[config.mk]
export PLATFORM = sky130hd
export DESIGN_NAME = frame_capture_packer_flat
export DESIGN_NICKNAME = d
export VERILOG_FILES = /design/src/rtl/frame_capture_pkg.sv /design/src/rtl/frame_capture_packer_if.sv /design/src/rtl/pixel_format_convert.sv /design/src/rtl/frame_capture_packer.sv /design/src/flat_wrapper.sv
export SDC_FILE = /design/constraint.sdc
export NUM_CORES = 1
export LEC_CHECK = 0
export ABC_CLOCK_PERIOD_IN_PS = 4100
export BUFFER_PORTS_ARGS = -buffer_cell sky130_fd_sc_hd__buf_2
export CORE_ASPECT_RATIO = 1.75
export CORE_MARGIN = 5
export CORE_UTILIZATION = 57
export DETAILED_ROUTE_END_ITERATION = 8
export PLACE_DENSITY = 0.87
export SYNTH_ARGS = -nofsm -noshare
export SYNTH_HDL_FRONTEND = slang
export SYNTH_SLANG_ARGS = --single-unit
export TNS_END_PERCENT = 10
[constraint.sdc]
create_clock -name pixel_clock_in -period 4.1 [get_ports pixel_clock_in]
set_clock_uncertainty 0.1 [all_clocks]
set_input_delay 0.205 -clock pixel_clock_in [delete_from_list [all_inputs] [get_ports pixel_clock_in]]
set_output_delay 0.205 -clock pixel_clock_in [all_outputs]
set_load 0.02 [all_outputs]
[src/rtl/frame_capture_pkg.sv]
// Shared types for the frame capture packer: pixel formats, FSM states and
// the bits-per-pixel lookup used to size packing lanes.
package frame_capture_pkg;

  typedef enum logic [1:0] {
    FMT_RGB332 = 2'd0,
    FMT_RGB565 = 2'd1,
    FMT_GRAY8  = 2'd2,
    FMT_GRAY4  = 2'd3
  } fmt_e;

  typedef enum logic [2:0] {
    ST_IDLE,
    ST_ARMED,
    ST_CAPTURE,
    ST_FLUSH,
    ST_DONE
  } state_e;

  localparam int BPP_W = 5;

  function automatic logic [BPP_W-1:0] fmt_bpp(fmt_e fmt);
    case (fmt)
      FMT_RGB565: return 5'd16;
      FMT_GRAY4:  return 5'd4;
      default:    return 5'd8;
    endcase
  endfunction

endpackage

[src/rtl/frame_capture_packer_if.sv]
// Pixel input / packed word output bundle of the frame capture packer.
interface frame_capture_packer_if #(
  parameter int DATA_WIDTH  = 128,
  parameter int ADDR_WIDTH  = 14,
  parameter int PIXEL_WIDTH = 10
);
  logic [PIXEL_WIDTH-1:0] red_data_in;
  logic [PIXEL_WIDTH-1:0] green_data_in;
  logic [PIXEL_WIDTH-1:0] blue_data_in;
  logic                   line_valid_in;
  logic                   frame_valid_in;
  logic                   start_capture_in;
  logic [9:0]             x_size_in;
  logic [9:0]             y_size_in;
  logic [1:0]             format_in;
  logic [DATA_WIDTH-1:0]  data_out;
  logic                   data_valid_out;
  logic [ADDR_WIDTH-1:0]  address_out;
  logic                   image_valid_out;
  logic                   overflow_out;

  modport master (
    output red_data_in, green_data_in, blue_data_in, line_valid_in,
           frame_valid_in, start_capture_in, x_size_in, y_size_in, format_in,
    input  data_out, data_valid_out, address_out, image_valid_out, overflow_out
  );

  modport slave (
    input  red_data_in, green_data_in, blue_data_in, line_valid_in,
           frame_valid_in, start_capture_in, x_size_in, y_size_in, format_in,
    output data_out, data_valid_out, address_out, image_valid_out, overflow_out
  );
endinterface

[src/rtl/pixel_format_convert.sv]
// Combinational RGB -> compact lane conversion, lane zero-extended to 16 bits.
// Luma formats exist only when FRAME_CAPTURE_GRAY_EN is defined.
module pixel_format_convert
  import frame_capture_pkg::*;
#(
  parameter int PIXEL_WIDTH = 10
) (
  input  fmt_e                   fmt,
  input  logic [PIXEL_WIDTH-1:0] red,
  input  logic [PIXEL_WIDTH-1:0] green,
  input  logic [PIXEL_WIDTH-1:0] blue,
  output logic [15:0]            lane,
  output logic [BPP_W-1:0]       bpp
);
  localparam int P  = PIXEL_WIDTH;
  localparam int SW = PIXEL_WIDTH + 2;

  fmt_e eff_fmt;

`ifdef FRAME_CAPTURE_GRAY_EN
  logic [SW-1:0] luma_sum;
  // top bits of (R+2G+B)>>2 are taken straight from the unshifted sum
  assign luma_sum = SW'(red) + (SW'(green) << 1) + SW'(blue);
  assign eff_fmt  = fmt;
`else
  assign eff_fmt  = (fmt == FMT_RGB565) ? FMT_RGB565 : FMT_RGB332;
`endif

  always_comb begin
    lane = '0;
    case (eff_fmt)
      FMT_RGB565: lane = {5'(red >> (P-5)), 6'(green >> (P-6)), 5'(blue >> (P-5))};
`ifdef FRAME_CAPTURE_GRAY_EN
      FMT_GRAY8:  lane = {8'h00, 8'(luma_sum >> (P-6))};
      FMT_GRAY4:  lane = {12'h000, 4'(luma_sum >> (P-2))};
`endif
      default:    lane = {8'h00, 3'(red >> (P-3)), 3'(green >> (P-3)), 2'(blue >> (P-2))};
    endcase
  end

  assign bpp = fmt_bpp(eff_fmt);

endmodule

[src/rtl/frame_capture_packer.sv]
// Captures one armed frame, windows it, converts pixels and packs them
// little-endian into addressed words. Optional luma formats: FRAME_CAPTURE_GRAY_EN.
module frame_capture_packer
  import frame_capture_pkg::*;
#(
  parameter int DATA_WIDTH  = 128,
  parameter int ADDR_WIDTH  = 14,
  parameter int PIXEL_WIDTH = 10
) (
  input logic                 pixel_clock_in,
  input logic                 pixel_reset_n_in,
  frame_capture_packer_if.slave bus
);
  localparam int POS_W = $clog2(DATA_WIDTH) + 1;

  state_e                 state_q, state_d;
  logic                   fv_q, lv_q;
  logic [10:0]            x_q, x_d, y_q, y_d;
  fmt_e                   cfg_fmt_q, cfg_fmt_d;
  logic [9:0]             cfg_x_q, cfg_x_d, cfg_y_q, cfg_y_d;
  logic [DATA_WIDTH-1:0]  word_q, word_d;
  logic [POS_W-1:0]       pos_q, pos_d;
  logic [ADDR_WIDTH-1:0]  addr_q, addr_d;
  logic                   addr_full_q, addr_full_d;
  logic [DATA_WIDTH-1:0]  data_q, data_d;
  logic                   dv_q, dv_d;
  logic [ADDR_WIDTH-1:0]  aout_q, aout_d;
  logic                   ovf_q, ovf_d;

  logic                   fv_rise, fv_fall, in_frame, accept, emit, arm;
  logic [DATA_WIDTH-1:0]  pix_word;
  logic [POS_W-1:0]       pix_pos;
  logic [15:0]            lane;
  logic [BPP_W-1:0]       bpp;

  pixel_format_convert #(.PIXEL_WIDTH(PIXEL_WIDTH)) u_conv (
    .fmt   (cfg_fmt_q),
    .red   (bus.red_data_in),
    .green (bus.green_data_in),
    .blue  (bus.blue_data_in),
    .lane  (lane),
    .bpp   (bpp)
  );

  assign fv_rise  = bus.frame_valid_in & ~fv_q;
  assign fv_fall  = ~bus.frame_valid_in & fv_q;
  // the pixel on the rising-edge cycle already belongs to the frame
  assign in_frame = (state_q == ST_CAPTURE) || (state_q == ST_ARMED && fv_rise);
  assign accept   = in_frame && bus.line_valid_in &&
                    (x_q < {1'b0, cfg_x_q}) && (y_q < {1'b0, cfg_y_q});

  always_comb begin
    state_d     = state_q;
    x_d         = x_q;
    y_d         = y_q;
    cfg_fmt_d   = cfg_fmt_q;
    cfg_x_d     = cfg_x_q;
    cfg_y_d     = cfg_y_q;
    addr_d      = addr_q;
    addr_full_d = addr_full_q;
    data_d      = data_q;
    dv_d        = 1'b0;
    aout_d      = aout_q;
    ovf_d       = ovf_q;
    arm         = 1'b0;
    pix_word    = word_q;
    pix_pos     = pos_q;

    if (in_frame) begin
      if (bus.line_valid_in) begin
        x_d = (x_q == '1) ? x_q : x_q + 11'd1;
      end else if (lv_q && state_q == ST_CAPTURE) begin
        x_d = '0;
        y_d = (y_q == '1) ? y_q : y_q + 11'd1;
      end
    end else begin
      x_d = '0;
      y_d = '0;
    end

    if (accept) begin
      pix_word = word_q | (DATA_WIDTH'(lane) << pos_q);
      pix_pos  = pos_q + POS_W'(bpp);
    end

    // a word completed by the last pixel leaves nothing for the flush
    emit   = (pix_pos == POS_W'(DATA_WIDTH)) ||
             (state_q == ST_CAPTURE && fv_fall && pix_pos != '0);
    word_d = emit ? '0 : pix_word;
    pos_d  = emit ? '0 : pix_pos;

    if (emit) begin
      if (addr_full_q) begin
        ovf_d = 1'b1;
      end else begin
        dv_d   = 1'b1;
        data_d = pix_word;
        aout_d = addr_q;
        addr_d = addr_q + 1'b1;
        if (addr_q == '1) addr_full_d = 1'b1;
      end
    end

    case (state_q)
      ST_IDLE, ST_DONE: arm = bus.start_capture_in;
      ST_ARMED:         if (fv_rise) state_d = ST_CAPTURE;
      ST_CAPTURE:       if (fv_fall) state_d = ST_FLUSH;
      ST_FLUSH:         state_d = ST_DONE;
      default:          state_d = ST_IDLE;
    endcase

    if (arm) begin
      state_d     = ST_ARMED;
      cfg_fmt_d   = fmt_e'(bus.format_in);
      cfg_x_d     = bus.x_size_in;
      cfg_y_d     = bus.y_size_in;
      addr_d      = '0;
      addr_full_d = 1'b0;
      ovf_d       = 1'b0;
      word_d      = '0;
      pos_d       = '0;
    end
  end

  always_ff @(posedge pixel_clock_in or negedge pixel_reset_n_in) begin
    if (!pixel_reset_n_in) begin
      state_q     <= ST_IDLE;
      fv_q        <= 1'b0;
      lv_q        <= 1'b0;
      x_q         <= '0;
      y_q         <= '0;
      cfg_fmt_q   <= FMT_RGB332;
      cfg_x_q     <= '0;
      cfg_y_q     <= '0;
      word_q      <= '0;
      pos_q       <= '0;
      addr_q      <= '0;
      addr_full_q <= 1'b0;
      data_q      <= '0;
      dv_q        <= 1'b0;
      aout_q      <= '0;
      ovf_q       <= 1'b0;
    end else begin
      state_q     <= state_d;
      fv_q        <= bus.frame_valid_in;
      lv_q        <= bus.line_valid_in;
      x_q         <= x_d;
      y_q         <= y_d;
      cfg_fmt_q   <= cfg_fmt_d;
      cfg_x_q     <= cfg_x_d;
      cfg_y_q     <= cfg_y_d;
      word_q      <= word_d;
      pos_q       <= pos_d;
      addr_q      <= addr_d;
      addr_full_q <= addr_full_d;
      data_q      <= data_d;
      dv_q        <= dv_d;
      aout_q      <= aout_d;
      ovf_q       <= ovf_d;
    end
  end

  assign bus.data_out        = data_q;
  assign bus.data_valid_out  = dv_q;
  assign bus.address_out     = aout_q;
  assign bus.image_valid_out = (state_q == ST_DONE);
  assign bus.overflow_out    = ovf_q;

endmodule
[src/flat_wrapper.sv]
// flat-port wrapper written by rule: the top's interface ports become plain ports
module frame_capture_packer_flat import frame_capture_pkg::*;
#(
  parameter int DATA_WIDTH  = 128,
  parameter int ADDR_WIDTH  = 14,
  parameter int PIXEL_WIDTH = 10
)
  (pixel_clock_in, pixel_reset_n_in, bus_red_data_in, bus_green_data_in, bus_blue_data_in, bus_line_valid_in, bus_frame_valid_in, bus_start_capture_in, bus_x_size_in, bus_y_size_in, bus_format_in, bus_data_out, bus_data_valid_out, bus_address_out, bus_image_valid_out, bus_overflow_out);
  frame_capture_packer_if #(.DATA_WIDTH(DATA_WIDTH), .ADDR_WIDTH(ADDR_WIDTH), .PIXEL_WIDTH(PIXEL_WIDTH)) bus_i ();
  input logic pixel_clock_in;
  input logic pixel_reset_n_in;
  input wire logic [$bits(bus_i.red_data_in)-1:0] bus_red_data_in;
  input wire logic [$bits(bus_i.green_data_in)-1:0] bus_green_data_in;
  input wire logic [$bits(bus_i.blue_data_in)-1:0] bus_blue_data_in;
  input wire logic [$bits(bus_i.line_valid_in)-1:0] bus_line_valid_in;
  input wire logic [$bits(bus_i.frame_valid_in)-1:0] bus_frame_valid_in;
  input wire logic [$bits(bus_i.start_capture_in)-1:0] bus_start_capture_in;
  input wire logic [$bits(bus_i.x_size_in)-1:0] bus_x_size_in;
  input wire logic [$bits(bus_i.y_size_in)-1:0] bus_y_size_in;
  input wire logic [$bits(bus_i.format_in)-1:0] bus_format_in;
  output wire logic [$bits(bus_i.data_out)-1:0] bus_data_out;
  output wire logic [$bits(bus_i.data_valid_out)-1:0] bus_data_valid_out;
  output wire logic [$bits(bus_i.address_out)-1:0] bus_address_out;
  output wire logic [$bits(bus_i.image_valid_out)-1:0] bus_image_valid_out;
  output wire logic [$bits(bus_i.overflow_out)-1:0] bus_overflow_out;
  assign bus_i.red_data_in = bus_red_data_in;
  assign bus_i.green_data_in = bus_green_data_in;
  assign bus_i.blue_data_in = bus_blue_data_in;
  assign bus_i.line_valid_in = bus_line_valid_in;
  assign bus_i.frame_valid_in = bus_frame_valid_in;
  assign bus_i.start_capture_in = bus_start_capture_in;
  assign bus_i.x_size_in = bus_x_size_in;
  assign bus_i.y_size_in = bus_y_size_in;
  assign bus_i.format_in = bus_format_in;
  assign bus_data_out = bus_i.data_out;
  assign bus_data_valid_out = bus_i.data_valid_out;
  assign bus_address_out = bus_i.address_out;
  assign bus_image_valid_out = bus_i.image_valid_out;
  assign bus_overflow_out = bus_i.overflow_out;
  frame_capture_packer #(.DATA_WIDTH(DATA_WIDTH), .ADDR_WIDTH(ADDR_WIDTH), .PIXEL_WIDTH(PIXEL_WIDTH)) u_core (.pixel_clock_in(pixel_clock_in), .pixel_reset_n_in(pixel_reset_n_in), .bus(bus_i));
endmodule
==> out/metrics.csv, run 1 <==
metric;value;unit
core.rowCount;76;
post_route_cells_drive_above_1_share;17.40;%
setup_tns;0;ns
power_switching;0.002934;W
starting_density_of_the_core;57.51;%
die_area;0.02812;mm^2
crit_path_start_kind;flip-flop;
share_comb_of_total_power;23.1;%
cts-buffers-inserted;30;
grt_setup_unrepaired;no;
synth.yosys.warnings;0;
internal_portion_of_total_power;0.006124;W
worst_setup_path_category;reg2reg;
synth_edf_count;0;
synth_largest_area_cell;dfrtp_1;
static-leakage-power;8.429;nW
reg2reg_depth;13;
min-delay-path-class;in2reg;
grt_first_pass_wirelength;59.52;mm
vias;11293;
place_ws;0.3904;ns
postSynth.topFlopCell;dfrtp_1;
hold_violations;0;
h-tree-depth;1;
min-delay-start;bus_red_data_in[8];
final_common_cell;dfrtp_1;
synthesis.area_per_instance;9.929;um^2
critPathMaxFanout;96;
min_delay_worst_endpoint;u_core.word_q[70];
mostFrequentLayoutCells;341 x dfrtp_1, 251 x nand2_1, 186 x buf_2;
finalWorstPathRequiredPeriod;3.749;ns
nFillCells;1811;
horiz_die_dim;128.9;um
routed_wire_length_per_instance;19.13;um
totalWireLength;37.18;mm
setup_violations;0;
clkTransAtPathRegs;0.07;ns
net_sw_share;32.39;%
core_area;0.02453;mm^2
cts.sink_count;341;
peakVddDrop;422.4;uV
ys_top_cells_by_area;dfrtp_1 60%, nand2_1 6.7%, o21ai_0 5.3%, nor2_1 4.9%, a21oi_1 4.8%;
seq_power_share;42.4;%
cts_max_path_buffers;3;
tritoncts;yes;
share_of_synthesized_flip_flops_with_an_asynchronous_set_or_reset;100.0;%
synthCells;1421;
synth.net_count;1502;
layout-area-overhead-vs-synth;18.24;%
worstHoldPathCells;5;
antenna_found_initial;0;
crit_arrival;4.07;ns
clock_latency;0.56;ns
area_of_the_mapped_netlist;0.01411;mm^2
drc;0;
grt_start_max_net_pins;128;
timing.critical_path.to_type;flip-flop;
port_buffers;187;
rr_endpoint;u_core.bus.data_out[30];
crit-reg2reg-launch;u_core.cfg_fmt_q[0];
worst_slew_pin_slew;1.375;ns
hpwl_dp;25.26;mm
pwr_density_cell;542.9;mW/mm^2
cp_data_required_time;4.42;ns
timing.slew.headroom;5.734;%
antenna_cells_inserted;0;
synth_top_area_share;60.48;%
finish.cell_count_without_fillers;1944;
vias_in_the_first_global_route;11471;
final.setup.worst_slack;0.3509;ns
fin_crit_share;91.44;%
reg2reg_slack;0.35;ns
post_cts_resized;0;
finish.net_count;1690;
synth_cell_types;64;
post-place-cells;1863;
globalRouteOverflowTotal;0;
drv_slew;0;
maximum_clock_rate;0.2667;GHz
final_antenna_net_count;0;
run_status;completed;
gpl.final_weighted_congestion;0.9273;
seq_area_frac_synth;60.48;%
drt_first_pass_iters;8;
die_y;218.1;um
clk_pwr_share;34.5;%
cts_root_buffer;clkbuf_16;
gr-usage-all-layers;26.60;%
postSynthRegisterBits;341;
via_per_inst;5.809;
cap_violations;0;
drtIter0Drc;979;
number_of_top_level_design_ports;202;
## Yosys cell counts (all sizes together) (3+ instances only)
library cell  number
nand3              9
nor2             184
buf               50
and3               8
nor4               4
o21ai            168
a31oi             37
or3                5
mux2i             17
xor2              12
dfrtp            341
o211ai             3
nand4b             7
nor2b              8
nand2b             9
a21o               4
inv               37
nand4              9
nor3               6
xnor2              7
a21oi            136
ha                23
o22ai              6
clkbuf            34
nand2            251
and2               9
## how the worst max path moves through the flow
stage                         from                 endpoint  slack [ns]
2_1_floorplan  u_core.cfg_fmt_q[0]       u_core.word_q[125]        0.42
3_3_place_gp   u_core.cfg_fmt_q[0]       u_core.word_q[106]        0.50
3_5_place_dp   u_core.cfg_fmt_q[0]   u_core.bus.data_out[5]        0.39
4_1_cts        u_core.cfg_fmt_q[0]  u_core.bus.data_out[30]        0.36
5_1_grt        u_core.cfg_fmt_q[1]   u_core.bus.data_out[5]        0.10
6_report       u_core.cfg_fmt_q[0]  u_core.bus.data_out[30]        0.35
## area by class of cell
class | instances | area (um^2) | area share (%)
timing repair buffer | 240 | 1496 | 8.970
multi-input combinational | 959 | 5005 | 30.00
clock inverter | 15 | 239.0 | 1.433
sequential | 341 | 8533 | 51.15
inverter | 37 | 138.9 | 0.8325
clock buffer | 40 | 879.6 | 5.273
tap | 312 | 390.4 | 2.340
## worst max-delay path: stages (launching register included)
cell and delay [ns]:
dfrtp_1 0.37, nor2b_1 0.15, inv_1 0.11, ha_1 0.17, inv_1 0.06, fa_1 0.44
or3_1 0.39, a311oi_1 0.32, o2111a_1 0.28, a211oi_2 0.07, a31oi_4 0.23, buf_12 0.35
buf_4 0.41, o21ai_0 0.15
## power groups by stage
| stage | clock network, W | logic, W | registers, W |
|---|---|---|---|
| floorplan | 0 | 0.00124 | 0.00395 |
| global route | 0.00330 | 0.00229 | 0.00386 |
| global placement | 0 | 0.00196 | 0.00387 |
| CTS | 0.00316 | 0.00206 | 0.00383 |
| finish | 0.00313 | 0.00209 | 0.00384 |
| detailed placement | 0 | 0.00202 | 0.00389 |
## metal layers
layer / GRT usage [%] / part of all wire (%)
met1: 30.90 / 36
met3: 2.764 / 5.4
met4: 14.12 / 5.8
met2: 47.71 / 53
met5: 0 / 0
## what timing repair did
action / in CTS / in global routing
setup endpoints to repair: 0 / 0
buffers inserted: 0 / 0
hold endpoints to repair: 153 / 0
hold buffers: 26 / 0
## state kept, by name (all words and copies together) (netlist names)
name / count
u_core.state_q: 3
u_core.bus.overflow_out: 1
u_core.pos_q: 5
u_core.lv_q: 1
u_core.fv_q: 1
u_core.bus.data_out: 128
u_core.word_q: 128
u_core.cfg_y_q: 10
u_core.addr_q: 14
u_core.y_q: 11
u_core.cfg_x_q: 10
u_core.cfg_fmt_q: 2
u_core.x_q: 11
u_core.addr_full_q: 1
u_core.bus.data_valid_out: 1
u_core.bus.address_out: 14
## through the flow
| step | total power, W | hold WS, ns | utilization [%] | instance area [um^2] |
|---|---|---|---|---|
| 3_5_place_dp | 0.005907 | 0.2720 | 62.38 | 15300 |
| 2_1_floorplan | 0.005197 | -0.1906 | - | 14110 |
| 3_3_place_gp | 0.005825 | 0.2688 | 62.38 | 15300 |
| 4_1_cts | 0.009042 | 0.04287 | 68.00 | 16680 |
| 6_report | 0.009057 | 0.07351 | 68.00 | 16680 |
| 5_1_grt | 0.009455 | 0.08900 | 68.00 | 16680 |
## cells by family after synthesis
group | after synthesis | synth area share [%]
and+or+nand+nor | 521 | 15.67
xor gates and xnor gates | 19 | 1.233
adders and majority gates | 24 | 2.182
muxes | 19 | 1.366
AOI/OAI and AO/OA | 376 | 14.93
DFF | 341 | 60.48
buffers and inverters | 121 | 4.142
Note: power is estimated with default switching activity, not from simulation.
==> run 2, diff against run 1 <==
Settings changed: CORE_UTILIZATION 57 to 59, CTS_BUF_LIST set to sky130_fd_sc_hd__clkbuf_4 sky130_fd_sc_hd__clkbuf_8, PLACE_DENSITY 0.87 to 0.9.
==> run 2 against run 1 <==
  * The flow now finishes with violations (max-capacitance violations, max-slew violations)
  * Flip-flop and latch count stayed put
  * Register-to-register slack got worse by 0.07 ns
  * Global-route usage grew 0.47 points
  * Critical endpoint is now u_core.word_q[24]
  * Combinational power about the same
  * Clock power shrank 11%
  * Sequential share of layout area rose by 0.34 points
  * Sequential power hardly changed
  * Setup slack lost 0.073 ns
  * Highest routed layer unchanged
==> out/metrics.csv, run 2 (synthesis results as in run 1) <==
metric;value;unit;change
critPathMaxFanout;46;;-52%
final_design_area_no_fill;0.01657;mm^2;-0.66%
timing.slew.headroom;-3.746;%;-9.5 points
report.power.total;0.008701;W;-3.9%
static-leakage-power;8.414;nW;-0.18%
grt_start_max_net_pins;109;;-15%
post_cts_hold_buffer_count;26;;unchanged
grt_setup_unrepaired;no;;
setup_tns;0;ns;unchanged
h-tree-depth;2;;+1
drt_first_pass_iters;5;;-3
cp_data_required_time;4.43;ns;about the same
core_area;0.02374;mm^2;-3.2%
mostFrequentLayoutCells;341 x dfrtp_1, 251 x nand2_1, 186 x buf_2;;
violated_checks;max-capacitance violations, max-slew violations;;
globalRouteOverflowTotal;0;;unchanged
drtIter0Drc;1044;;+6.6%
cts.repair_timing.setup_buffer_count;0;;unchanged
vias_in_the_first_global_route;11591;;+1.0%
finalWorstPathRequiredPeriod;3.822;ns;+0.07318 ns
fin_crit_share;93.23;%;+1.8 points
crit_path_start_kind;flip-flop;;
horiz_die_dim;126.9;um;-1.6%
tritoncts;yes;;
hpwl_dp;25.00;mm;-1.0%
hold_slack;0.05445;ns;-0.01906 ns
crit_arrival;4.16;ns;+0.09 ns
peakVddDrop;371.8;uV;-12%
vias;11425;;+1.2%
maximum_clock_rate;0.2616;GHz;-1.9%
hold_violations;0;;unchanged
finish.net_count;1708;;+1.1%
cts_max_path_buffers;3;;unchanged
drc;0;;unchanged
final_core_util;69.80;%;+1.8 points
final_common_cell;dfrtp_1;;
final_antenna_net_count;0;;unchanged
number_of_top_level_design_ports;202;;unchanged
routed_wire_length_per_instance;18.72;um;-2.1%
gr-usage-all-layers;27.07;%;+0.47 points
worst_slew_pin_slew;1.513;ns;+0.1382 ns
pwr_density_cell;525.0;mW/mm^2;-3.3%
run_status;complete, but fails checks;;
die_y;214.6;um;-1.6%
grt_first_pass_wirelength;59.26;mm;-0.43%
worst_setup_path_category;reg2reg;;
detailed_place.area;0.01529;mm^2;about the same
clock_latency;0.58;ns;+0.02 ns
cts_root_buffer;clkbuf_8;;
die_area;0.02723;mm^2;-3.2%
via_per_inst;5.799;;-0.17%
post_cts_resized;0;;unchanged
core.rowCount;75;;-1.3%
timing.critical_path.to_type;flip-flop;;
cts.sink_count;341;;unchanged
cap_violations;1;;+1
layout-area-overhead-vs-synth;17.46;%;
totalWireLength;36.87;mm;-0.82%
antenna_found_initial;0;;unchanged
starting_density_of_the_core;59.43;%;+1.9 points
drv_slew;9;;+9
setup_violations;0;;unchanged
gpl.final_weighted_congestion;0.9274;;about the same
post_route_cells_drive_above_1_share;18.96;%;+1.6 points
min-delay-path-class;in2reg;;
nFillCells;1678;;-7.3%
cts-buffers-inserted;46;;+53%
clkTransAtPathRegs;0.07;ns;about the same
port_buffers;187;;unchanged
-- run 2: cell count changes in the layout (fill, tap and decap cells not counted), sizes merged, moves of 2 or more --
cell    delta
clkbuf    +33
bufinv     -4
clkinv     -4
buf        +2
-- run 2: path summary, 6_finish.rpt --
| check | endpoint | start | slack, ns | depth (start not counted) |
|---|---|---|---|---|
| worst min register to register | u_core.bus.data_out[95] | u_core.bus.data_out[95] | 0.37 | 2 |
| worst max-delay path | u_core.word_q[24] | u_core.cfg_fmt_q[1] | 0.28 | 12 |
| worst max register to register | u_core.word_q[24] | u_core.cfg_fmt_q[1] | 0.28 | 12 |
| max in group asynchronous | u_core.bus.data_out[116] | pixel_reset_n_in | 2.63 | 3 |
| min in group asynchronous | u_core.bus.address_out[7] | pixel_reset_n_in | 0.15 | 2 |
| worst min-delay path | u_core.word_q[3] | bus_blue_data_in[8] | 0.05 | 4 |
-- run 2: layout make-up --
type | count | area (um^2) | share of cell area (%)
Antenna cell | 1 | 2.502 | 0.01510
Clock buffer | 73 | 917.1 | 5.534
Clock inverter | 9 | 103.9 | 0.6267
Inverter | 37 | 138.9 | 0.8381
Multi-Input combinational cell | 959 | 5005 | 30.20
Sequential cell | 341 | 8533 | 51.49
Tap cell | 308 | 385.4 | 2.325
Timing Repair Buffer | 242 | 1486 | 8.969
-- run 2: where the power goes --
group	internal (W)	total [W]	switching (W)
logic	0.000567	0.00209	0.00153
registers	0.00367	0.00383	0.000158
clock network	0.00155	0.00278	0.00123
-- run 2: metal layers --
metal | track usage, % | part of all wire, % | vias to the layer above
met2 | 46.53 | 52 | 505
met1 | 31.16 | 35 | 5557
li1 | - | - | 5222
met3 | 4.860 | 6.3 | 141
met4 | 16.28 | 6.4 | 0
met5 | 0 | 0 | -
-- run 2: stage by stage --
stage / setup slack (ns) / std cells
2_1_floorplan: 0.4185 / 1421
3_3_place_gp: 0.4513 / 1861
3_5_place_dp: 0.3263 / 1861
4_1_cts: 0.2800 / 1969
5_1_grt: 0.04811 / 1969
6_report: 0.2777 / 1970
-- run 2: worst max-delay path: stages, from the launching register on --
cell      delay (ns)
dfrtp_1         0.38
nor2b_1         0.17
buf_4           0.29
ha_1            0.29
a21o_1          0.19
or3_1           0.36
a311oi_1        0.30
o2111a_1        0.27
a21o_2          0.15
mux2i_1         0.36
nand2b_4        0.24
buf_4           0.43
nor2_1          0.12
